<file path="src/rtl/sram_port_arbiter.sv">
// sram_port_arbiter
// Shares one single-port synchronous SRAM between the fetch requester (inst,
// read-only) and the EXE/MEM requester (data, read/write). Data has fixed
// priority. A starvation counter forces a fetch grant once inst has lost
// STARVE_LIMIT consecutive contested cycles. One transaction is issued per
// cycle. Its response (data_ok plus rdata) appears exactly one cycle later.
//
// Ports:
//   clk, reset                  clock, synchronous active-high reset
//   inst_req/inst_addr          fetch request in
//   inst_addr_ok/inst_data_ok   fetch accept / read-data-valid out
//   inst_rdata                  fetch read data out
//   data_req/data_wr/data_wstrb/data_addr/data_wdata   data request in
//   data_addr_ok/data_data_ok   data accept / response-valid out
//   data_rdata                  data read data out
//   mem_en/mem_we/mem_addr/mem_wdata   SRAM command out
//   mem_rdata                   SRAM read data in (valid the cycle after mem_en)
//
// Note: addr_ok and the mem_* command lines must be combinational. This is
// required for 1-per-cycle issue. The rdata outputs are a combinational
// pass-through of the SRAM output register.

module sram_port_arbiter #(
    parameter int ADDR_W       = 32,
    parameter int STARVE_LIMIT = 4
) (
    input  logic              clk,
    input  logic              reset,
    input  logic              inst_req,
    input  logic [ADDR_W-1:0] inst_addr,
    output logic              inst_addr_ok,
    output logic              inst_data_ok,
    output logic [31:0]       inst_rdata,
    input  logic              data_req,
    input  logic              data_wr,
    input  logic [3:0]        data_wstrb,
    input  logic [ADDR_W-1:0] data_addr,
    input  logic [31:0]       data_wdata,
    output logic              data_addr_ok,
    output logic              data_data_ok,
    output logic [31:0]       data_rdata,
    output logic              mem_en,
    output logic [3:0]        mem_we,
    output logic [ADDR_W-1:0] mem_addr,
    output logic [31:0]       mem_wdata,
    input  logic [31:0]       mem_rdata
);

    localparam logic [3:0] STARVE_LIMIT_C = 4'(STARVE_LIMIT);

    logic       grant_inst_s;
    logic       grant_data_s;
    logic [3:0] starve_cnt_nxt_s;
    logic       rsp_valid_r;
    logic       rsp_owner_r;    // 1'b0 = inst, 1'b1 = data
    logic [3:0] starve_cnt_r;

    // Grant decision: data first, unless inst has reached the starvation limit.
    // No grant at all while reset is high.
    always_comb begin
        grant_inst_s = 1'b0;
        grant_data_s = 1'b0;
        if (reset) begin
            grant_inst_s = 1'b0;
            grant_data_s = 1'b0;
        end else begin
            case ({inst_req, data_req})
                2'b10:   grant_inst_s = 1'b1;
                2'b01:   grant_data_s = 1'b1;
                2'b11: begin
                    if (starve_cnt_r == STARVE_LIMIT_C) begin
                        grant_inst_s = 1'b1;
                    end else begin
                        grant_data_s = 1'b1;
                    end
                end
                default: begin
                    grant_inst_s = 1'b0;
                    grant_data_s = 1'b0;
                end
            endcase
        end
    end

    // SRAM command mux: the winner drives address and data. Only a data write drives byte enables.
    always_comb begin
        mem_en    = grant_inst_s | grant_data_s;
        mem_we    = 4'b0000;
        mem_addr  = inst_addr;
        mem_wdata = 32'h0000_0000;
        if (grant_data_s) begin
            mem_addr  = data_addr;
            mem_wdata = data_wdata;
            if (data_wr) begin
                mem_we = data_wstrb;
            end else begin
                mem_we = 4'b0000;
            end
        end else begin
            mem_addr  = inst_addr;
            mem_wdata = 32'h0000_0000;
        end
    end

    // Starvation counter next value: count contested losses, saturating.
    // Clear when inst is served or idle.
    always_comb begin
        starve_cnt_nxt_s = 4'd0;
        if (inst_req && !grant_inst_s) begin
            if (starve_cnt_r == STARVE_LIMIT_C) begin
                starve_cnt_nxt_s = starve_cnt_r;
            end else begin
                starve_cnt_nxt_s = starve_cnt_r + 4'd1;
            end
        end else begin
            starve_cnt_nxt_s = 4'd0;
        end
    end

    // In-flight response tracking and starvation state. Reset drops any response in flight.
    always_ff @(posedge clk) begin
        if (reset) begin
            rsp_valid_r  <= 1'b0;
            rsp_owner_r  <= 1'b0;
            starve_cnt_r <= 4'd0;
        end else begin
            rsp_valid_r  <= grant_inst_s | grant_data_s;
            rsp_owner_r  <= grant_data_s;
            starve_cnt_r <= starve_cnt_nxt_s;
        end
    end

    assign inst_addr_ok = grant_inst_s;
    assign data_addr_ok = grant_data_s;
    assign inst_data_ok = rsp_valid_r & ~rsp_owner_r;
    assign data_data_ok = rsp_valid_r &  rsp_owner_r;
    assign inst_rdata   = mem_rdata;
    assign data_rdata   = mem_rdata;

endmodule

</file>
<file path="config.mk">
export PLATFORM = sky130hd
export DESIGN_NAME = sram_port_arbiter
export DESIGN_NICKNAME = d
export VERILOG_FILES = /design/src/rtl/sram_port_arbiter.sv
export SDC_FILE = /design/constraint.sdc
export NUM_CORES = 1
export LEC_CHECK = 0
export CAP_MARGIN = 20
export CORE_AREA = 2 2 105 107
export DETAILED_ROUTE_END_ITERATION = 10
export DIE_AREA = 0 0 107 109
export PLACE_DENSITY_LB_ADDON = 0.3
export SLEW_MARGIN = 20
export SYNTH_ARGS = -nofsm -noshare
export SYNTH_HDL_FRONTEND = slang
export SYNTH_SLANG_ARGS = --single-unit
</file>
<file path="constraint.sdc">
create_clock -name clk -period 2.21 [get_ports clk]
set_clock_uncertainty 0.1 [all_clocks]
set_input_delay 0.663 -clock clk [delete_from_list [all_inputs] [get_ports clk]]
set_output_delay 0.663 -clock clk [all_outputs]
set_load 0.01 [all_outputs]
</file>
==> results of run 1 <==
-- report_power, final --
group / internal, mW / leakage (nW) / switching (mW)
Combinational: 0.413 / 1.45 / 0.178
Sequential: 0.112 / 0.0500 / 0.00131
Clock: 0.117 / 0.0216 / 0.0448
-- sequential cells by signal (all words and copies together), names as in the netlist --
register	flops
rsp_valid_r	1
rsp_owner_r	1
starve_cnt_r	4
-- cells in the final DEF, fill, tap and decap left out, drive strengths merged --
master / Yosys / final
clkdlybuf4s50: 0 / 103
buf: 70 / 101
and2: 33 / 33
mux2: 32 / 32
nor2: 8 / 8
dfxtp: 6 / 6
inv: 5 / 5
and3: 4 / 4
clkbuf: 2 / 4
o211a: 2 / 2
ha: 2 / 2
nand3b: 1 / 1
a211oi: 1 / 1
nor2b: 1 / 1
nand4: 1 / 1
nand3: 1 / 1
mux2i: 1 / 1
xnor2: 1 / 1
clkdlybuf4s15: 0 / 1
-- path summary, 6_finish.rpt --
check                  start         endpoint  slack, ps
max                 inst_req     mem_addr[30]       -390
min          starve_cnt_r[0]  starve_cnt_r[0]        410
max reg2reg  starve_cnt_r[1]  starve_cnt_r[1]        990
min reg2reg  starve_cnt_r[0]  starve_cnt_r[0]        410
-- worst max-delay path, stage by stage --
cell,delay (ps)
buf_2,140
inv_8,30
o211a_4,270
buf_12,150
buf_12,140
mux2_4,320
buf_6,130
-- layer usage --
layer  global-route usage  vias to the layer above
met5                    0                        -
met1               0.0988                      732
li1                     -                      761
met4               0.0186                        0
met2                0.160                      128
met3               0.0514                        5
-- what timing repair did --
| action | CTS | global route |
|---|---|---|
| buffers inserted | 7 | 5 |
| hold endpoints to repair | 0 | 0 |
| setup endpoints to repair | 71 | 70 |
| cloned | 4 | 0 |
| pin swaps | 4 | 4 |
| gates resized for setup | 348 | 37 |
-- cell families (layout without fill, tap and decap cells) --
logic type                 Yosys count  count (layout)  share of synthesized area
AOI/OAI and AO/OA                    3               3                     0.0178
xor gates and xnor gates             1               1                    0.00567
adders and majority gates            2               2                     0.0162
buffers and inverters               77             214                      0.372
DFF                                  6               6                     0.0777
muxes                               33              33                      0.317
and+or+nand+nor                     49              49                      0.194
-- final cells by class --
cell class	instances	area (um2)
clock buffers	3	41.3
fillers	1099	7280
inverters	5	26.3
multi-input cells	88	926
flip-flops and latches	6	123
well taps	140	175
repair buffers	206	2030
==> results.cfg, run 1 <==
[sta]
fmax_mhz = 384
hold_viol_final = 0
timing_max_transition_violations_final = 0
timing.max_slew.rel_slack = 0.877
setup_viol = 69
transition_time_at_the_pin_with_the_least_slew_margin_ps = 184
layout_min_cycle_time_ps = 2600
worst_hold_slack_ps = 407
finalSetupTns_ps = -22620
grt_setup_unrepaired = yes
post-route-period-util = 1.18
timing.final.ws_setup_ps = -392

[setup_path]
critPathRequiredTime_ps = 1450
critical_path.endpoint_type = output pin
cp-start-kind = input pin
worst-r2r-cell-count = 6
worst-endpoint-arrival_ps = 1840
cp_max_fo = 6
crit_type = input pin to output pin

[place]
dpl_cell_area_mm2 = 0.00313
detailedPlace.worstSlack_ps = -1120
placed_cells = 434
routabilityCongestion = 0.643
post-dp-hpwl_mm = 5.14
portBuffers = 177

[logic_synthesis]
synth_nets = 310
yosysWarnings = 0
synth.avg_cell_area_um2 = 9.04
synth-seq-cells = 6
post_synth_instance_area_mm2 = 0.00155
yosys-top-cells-area = buf_4 31%, mux2_4 31%, and2_1 13%, dfxtp_1 7.8%, buf_6 4.4%
synth_edf_count = 0
synth_cell_types = 18
synth_top_area_cell = buf_4
synthCells = 171
ys_async_sr_fraction = 0
yosys.cell_count.top_type = buf_4
synth_top_flop_cell = dfxtp_1
synth_cell_count_leaders = 64 x buf_4, 33 x and2_1, 32 x mux2_4
yosysSeqAreaShare = 0.0777
synthDominantCellAreaShare = 0.311

[floorplanning]
num_rows = 38
die-height_um = 109
initial_utilization = 0.146
core_ar_mm2 = 0.0106
die_x_um = 107
design.portCount = 274
die_area_mm2 = 0.0117

[clocking]
cts_inserted_buffers = 3
post_cts_hold_buffer_count = 0
cts_root_buf = clkbuf_8
tritoncts = done
clk_latency_worst_skew_pair_ps = 220
htreeDepth = 1
max-clock-path-buffers = 2
cts.sinks = 6
cts.reportedPaths.clkPinSlew_ps = 30

[worst_hold_path]
hold_path.class = flip-flop to flip-flop
hold_path_depth = 2

[power_and_ir_drop]
p_per_area_mw_per_mm2 = 261
power_mw = 0.866
vdd.ir_drop.worst_v = 0.000155
power.leakage_nw = 1.52

[global_routing]
track_usage = 0.0921
globalRouteOverflowTotal = 0
grt_max_degree = 14
grt_pass1_vias = 1541
antenna_found_initial = 0
grt_first_pass_wirelength_mm = 8.31

[layout]
num_antenna_cells = 0
fin_util = 0.313
drive_gt1_frac = 0.536
stdcell_area_mm2 = 0.00332
layout-area-overhead-vs-synth_pct = 115
instances_no_fill = 448
final_net_count = 449

[drt]
drt_first_pass_iters = 4
drt_drc_violations_left = 0
dr_wl_met3_um = 923
avg_wl_per_cell_um = 13.8
met2_wirelength_mm = 3.08
vias_per_cell = 3.63
via_count = 1626
top_signal_layer_used = met4
routedLengthMet1_mm = 2.14
drtAntennaViolNets = 0
wirelength_mm = 6.19
drt_first_iter_violations = 45

[outcome]
violated_checks = negative setup slack
run_status = complete, but fails checks

[job]
max_cap_violations = 0
Note: power is estimated with default switching activity, not from simulation.
==> run 2: changes to the inputs <==
CTS_BUF_LIST = sky130_fd_sc_hd__clkbuf_16   (was unset)
==> run 2 against run 1 <==
The run still ends with negative setup slack left. First-iteration DRC count grew 22%. Flip-flop and latch count unchanged. Routed wire length grew 0.21%. Highest routed layer unchanged.
==> results.cfg, run 2 (synthesized netlist as in run 1, its figures left out) <==
[global_routing]
antenna_found_initial = 0
grt_max_degree = 14
globalRouteOverflowTotal = 0
grt_first_pass_wirelength_mm = 8.32
track_usage = 0.0923
grt_pass1_vias = 1540

[layout]
drive_gt1_frac = 0.534
most_common_cell_after_layout_fill_and_taps_aside = clkdlybuf4s50_1
mostFrequentLayoutCells = 103 x clkdlybuf4s50_1, 48 x buf_6, 32 x mux2_4, 24 x buf_2, 20 x and2_1
layout-area-overhead-vs-synth_pct = 115
num_antenna_cells = 0
largest_register_ff_count = 4
final_net_count = 448
largest-register = starve_cnt_r
fin_util = 0.313
top_regs = starve_cnt_r x4, rsp_owner_r x1, rsp_valid_r x1

[floorplanning]
die-height_um = 109
core_ar_mm2 = 0.0106
initial_utilization = 0.146
design.portCount = 274
die_x_um = 107
num_rows = 38
die_area_mm2 = 0.0117

[sta]
fmax_mhz = 383
setup_viol = 69
timing.max_slew.rel_slack = 0.878
grt_setup_unrepaired = yes
transition_time_at_the_pin_with_the_least_slew_margin_ps = 182
finalSetupTns_ps = -22360
timing_max_transition_violations_final = 0
hold_viol_final = 0
timing.final.ws_setup_ps = -400
layout_min_cycle_time_ps = 2610
post-route-period-util = 1.18

[drt]
via_count = 1628
drtAntennaViolNets = 0
wirelength_mm = 6.20
dr_wl_met3_um = 943
drt_first_iter_violations = 55
routedLengthMet1_mm = 2.12
top_signal_layer_used = met4
drt_drc_violations_left = 0
drt_first_pass_iters = 4
met2_wirelength_mm = 3.08
avg_wl_per_cell_um = 13.9
vias_per_cell = 3.64

[setup_path]
worst-endpoint-arrival_ps = 1850
cpPeakStageDelay_ps = 320
cp_max_fo = 6
r2r_setup_slack_ps = 1000
worst-r2r-cell-count = 6
critPathRequiredTime_ps = 1450
crit_chain = buf_2, inv_8, o211a_4, buf_12, buf_12, mux2_4, buf_6
cp-start-kind = input pin
cell_seen_most_often_among_critical_path_stages = buf_12
timing.critical_path.slowest_stage_cell = mux2_4
worst_r2r_endpoint = starve_cnt_r[1]
critical_path.endpoint_type = output pin
timing.rr.start = starve_cnt_r[1]
path_buf_inv = 5
crit_type = input pin to output pin
path_delay_family = buffers and inverters

[clocking]
cts_root_buf = clkbuf_16
cts.reportedPaths.clkPinSlew_ps = 30
max-clock-path-buffers = 2
cts_inserted_buffers = 3
tritoncts = done
cts.sinks = 6
htreeDepth = 1
clk_latency_worst_skew_pair_ps = 230

[power_and_ir_drop]
p_per_area_mw_per_mm2 = 297
vdd.ir_drop.worst_v = 0.000179
power.leakage_nw = 1.53

[place]
routabilityCongestion = 0.643
post-dp-hpwl_mm = 5.14
portBuffers = 177

[worst_hold_path]
hold_path_depth = 2
hold_path_startpoint = starve_cnt_r[0]
hold_path.class = flip-flop to flip-flop
worst_hold_path.endpoint = starve_cnt_r[0]

[job]
max_cap_violations = 0

[outcome]
run_status = complete, but fails checks
violated_checks = negative setup slack
==> run 2: cell types whose count changed in the layout (fill, tap and decap cells not counted), sizes merged <==
cell,before,now
buf,101,96
clkbuf,4,8
==> run 2: cell type report <==
| class | instances | area [um2] |
|---|---|---|
| Fill cell | 1096 | 7290 |
| Timing Repair Buffer | 205 | 1990 |
| Multi-Input combinational cell | 88 | 926 |
| Tap cell | 140 | 175 |
| Sequential cell | 6 | 123 |
| Clock buffer | 3 | 75.1 |
| Inverter | 5 | 26.3 |
==> run 2: per-layer routing <==
metal,vias to the layer above,global-route usage
met5,-,0
met4,0,0.0186
met3,7,0.0514
met2,130,0.160
met1,734,0.0992
li1,757,-
==> run 2: worst min-delay path: stages, from the launching register on <==
cell and delay, ps:
dfxtp_2 320, buf_4 110, nor2_1 40
==> run 2: worst max path at each step <==
stage / slack, ps / startpoint / cells after the start / to
floorplan: -10 / inst_req / 5 / mem_addr[10]
global route: -440 / starve_cnt_r[1] / 8 / mem_addr[30]
global placement: -1120 / inst_req / 6 / mem_addr[29]
finish: -400 / inst_req / 7 / mem_addr[30]
CTS: -490 / starve_cnt_r[0] / 9 / mem_addr[24]
detailed placement: -1120 / inst_req / 6 / mem_addr[29]
==> run 2: report_power, final <==
| part | total, mW | internal, mW | switching [mW] | leakage (nW) |
|---|---|---|---|---|
| clock | 0.290 | 0.232 | 0.0581 | 0.0370 |
| combinational | 0.581 | 0.405 | 0.176 | 1.44 |
| sequential | 0.114 | 0.112 | 0.00130 | 0.0500 |
| total | 0.985 | 0.749 | 0.236 | 1.53 |
==> run 2: what timing repair did <==
item,4_1_cts,5_1_grt
pin swaps,4,4
setup buffers,6,4
gates cloned,4,0
hold buffers,0,0
gates resized for setup,330,45
endpoints found under the hold margin,0,0
setup endpoints to repair,71,70
==> run 2: through the flow <==
| stage | area, um2 | total power [mW] | setup WS, ps | std cells | hold WS (ps) |
|---|---|---|---|---|---|
| CTS | 3280 | 0.991 | -492 | 447 | 411 |
| detailed placement | 3130 | 0.666 | -1120 | 434 | 415 |
| global route | 3320 | 1.03 | -443 | 447 | 436 |
| finish | 3320 | 0.985 | -400 | 447 | 406 |
| floorplan | 1570 | 0.418 | -13.0 | 171 | 330 |
| global placement | 3130 | 0.664 | -1120 | 434 | 405 |
==> run 3: changes to the inputs <==
PLACE_DENSITY = 0.64   (was unset)
PLACE_DENSITY_LB_ADDON = unset   (was 0.3)
==> run 3 against run 2 <==
The flow still finishes with violations (negative setup slack). Power rose by 1.7%. Sequential share of layout area fell by 0.068 points. Critical path type unchanged. Hold slack better by 3.2 ps. Largest cell class unchanged. Via count down 0.49%. Critical endpoint is now mem_addr[3]. Core utilization up 0.59 points.
==> results.cfg, run 3 (synthesized netlist as in run 1, its figures left out) <==
[clocking]
cts.sinks = 6
max-clock-path-buffers = 2
cts.reportedPaths.clkPinSlew_ps = 30
clk_latency_worst_skew_pair_ps = 230
cts_inserted_buffers = 3
cts_root_buf = clkbuf_16
htreeDepth = 1
tritoncts = done

[global_routing]
track_usage = 0.102
grt_max_degree = 21
antenna_found_initial = 0
grt_first_pass_wirelength_mm = 8.89
globalRouteOverflowTotal = 0
grt_pass1_vias = 1575

[sta]
finalSetupTns_ps = -20690
setup_viol = 70
transition_time_at_the_pin_with_the_least_slew_margin_ps = 169
timing.final.ws_setup_ps = -401
timing_max_transition_violations_final = 0
grt_setup_unrepaired = yes
timing.max_slew.rel_slack = 0.887
layout_min_cycle_time_ps = 2610
hold_viol_final = 0
post-route-period-util = 1.18
fmax_mhz = 383

[layout]
largest_register_ff_count = 4
num_antenna_cells = 0
layout-area-overhead-vs-synth_pct = 119
largest-register = starve_cnt_r
top_regs = starve_cnt_r x4, rsp_owner_r x1, rsp_valid_r x1
final_net_count = 454
most_common_cell_after_layout_fill_and_taps_aside = clkdlybuf4s50_1
mostFrequentLayoutCells = 103 x clkdlybuf4s50_1, 50 x buf_6, 32 x mux2_4, 27 x buf_2, 24 x and2_1
drive_gt1_frac = 0.518

[outcome]
run_status = complete, but fails checks
violated_checks = negative setup slack

[power_and_ir_drop]
share_of_total_power_consumed_by_net_switching = 0.241
power_mw = 1.00
power.combinational.fraction = 0.594
vdd.ir_drop.worst_v = 0.000230
seqPwrFrac = 0.114
p_per_area_mw_per_mm2 = 296
power.leakage_nw = 1.57
p_clk_frac = 0.292
switchingPower_mw = 0.241
internal_power_mw = 0.760

[drt]
wirelength_mm = 6.68
drt_first_iter_violations = 36
via_count = 1620
vias_per_cell = 3.58
avg_wl_per_cell_um = 14.7
drt_first_pass_iters = 2
drtAntennaViolNets = 0
drt_drc_violations_left = 0

[worst_hold_path]
hold_path_depth = 2
hold_path.class = flip-flop to flip-flop

[place]
routabilityCongestion = 0.715
post-dp-hpwl_mm = 5.27
portBuffers = 177

[setup_path]
worst-r2r-cell-count = 8
cp-start-kind = input pin
worst-endpoint-arrival_ps = 1850
crit_chain = buf_2, inv_8, o211a_4, buf_12, buf_4, mux2_4, buf_6
timing.critical_path.slowest_stage_cell = mux2_4
crit_type = input pin to output pin
cpPeakStageDelay_ps = 290
critical_path.endpoint_type = output pin
critPathRequiredTime_ps = 1450
cp_max_fo = 11

[floorplanning]
design.portCount = 274
die-height_um = 109
initial_utilization = 0.146
die_area_mm2 = 0.0117
die_x_um = 107
num_rows = 38
core_ar_mm2 = 0.0106

[job]
max_cap_violations = 0
-- run 3: critical path: cells and delay by family --
family | cells | cell delay [ps]
buf+inv | 5 | 600
mux | 1 | 290
compound gates | 1 | 280
-- run 3: timing repair --
action,4_1_cts,5_1_grt
resized for setup,345,20
pin swaps,7,7
gates cloned,4,0
endpoints found under the setup margin,71,70
buffers inserted,10,12
hold buffers,0,0
-- run 3: final timing paths --
check	from	end	slack, ps
setup / recovery	inst_req	mem_addr[3]	-400
hold / removal	starve_cnt_r[0]	starve_cnt_r[0]	410
setup reg to reg	starve_cnt_r[0]	starve_cnt_r[2]	830
hold reg to reg	starve_cnt_r[0]	starve_cnt_r[0]	410
-- run 3: layout make-up --
class / count / area (um2)
inverter: 5 / 26.3
tap: 140 / 175
timing repair buffer: 211 / 2070
fill: 1118 / 7220
sequential: 6 / 123
clock buffer: 3 / 75.1
multi-input combinational: 88 / 906
-- run 3: metal layers --
layer | wire, um | up-vias | GRT usage
li1 | - | 770 | -
met1 | 2600 | 709 | 0.121
met2 | 3090 | 134 | 0.165
met3 | 930 | 7 | 0.0532
met4 | 62 | 0 | 0.0186
met5 | 0 | - | 0
-- run 3: stage by stage --
| stage | utilization | cell area, um2 | hold WS (ps) | instances | setup slack (ps) |
|---|---|---|---|---|---|
| 5_1_grt | 0.319 | 3380 | 436 | 453 | -435 |
| 6_report | 0.319 | 3380 | 409 | 453 | -401 |
| 4_1_cts | 0.315 | 3340 | 412 | 445 | -548 |
| 2_1_floorplan | - | 1570 | 330 | 171 | -13.0 |
| 3_5_place_dp | 0.291 | 3080 | 415 | 428 | -1100 |
| 3_3_place_gp | 0.291 | 3080 | 405 | 428 | -1070 |
-- run 3: power by group through the flow --
stage	Combinational, mW	Sequential [mW]	Clock (mW)
after floorplan	0.303	0.115	0
after global placement	0.538	0.115	0
after detailed placement	0.541	0.115	0
after CTS	0.595	0.114	0.299
after global routing	0.633	0.114	0.307
final	0.595	0.114	0.293
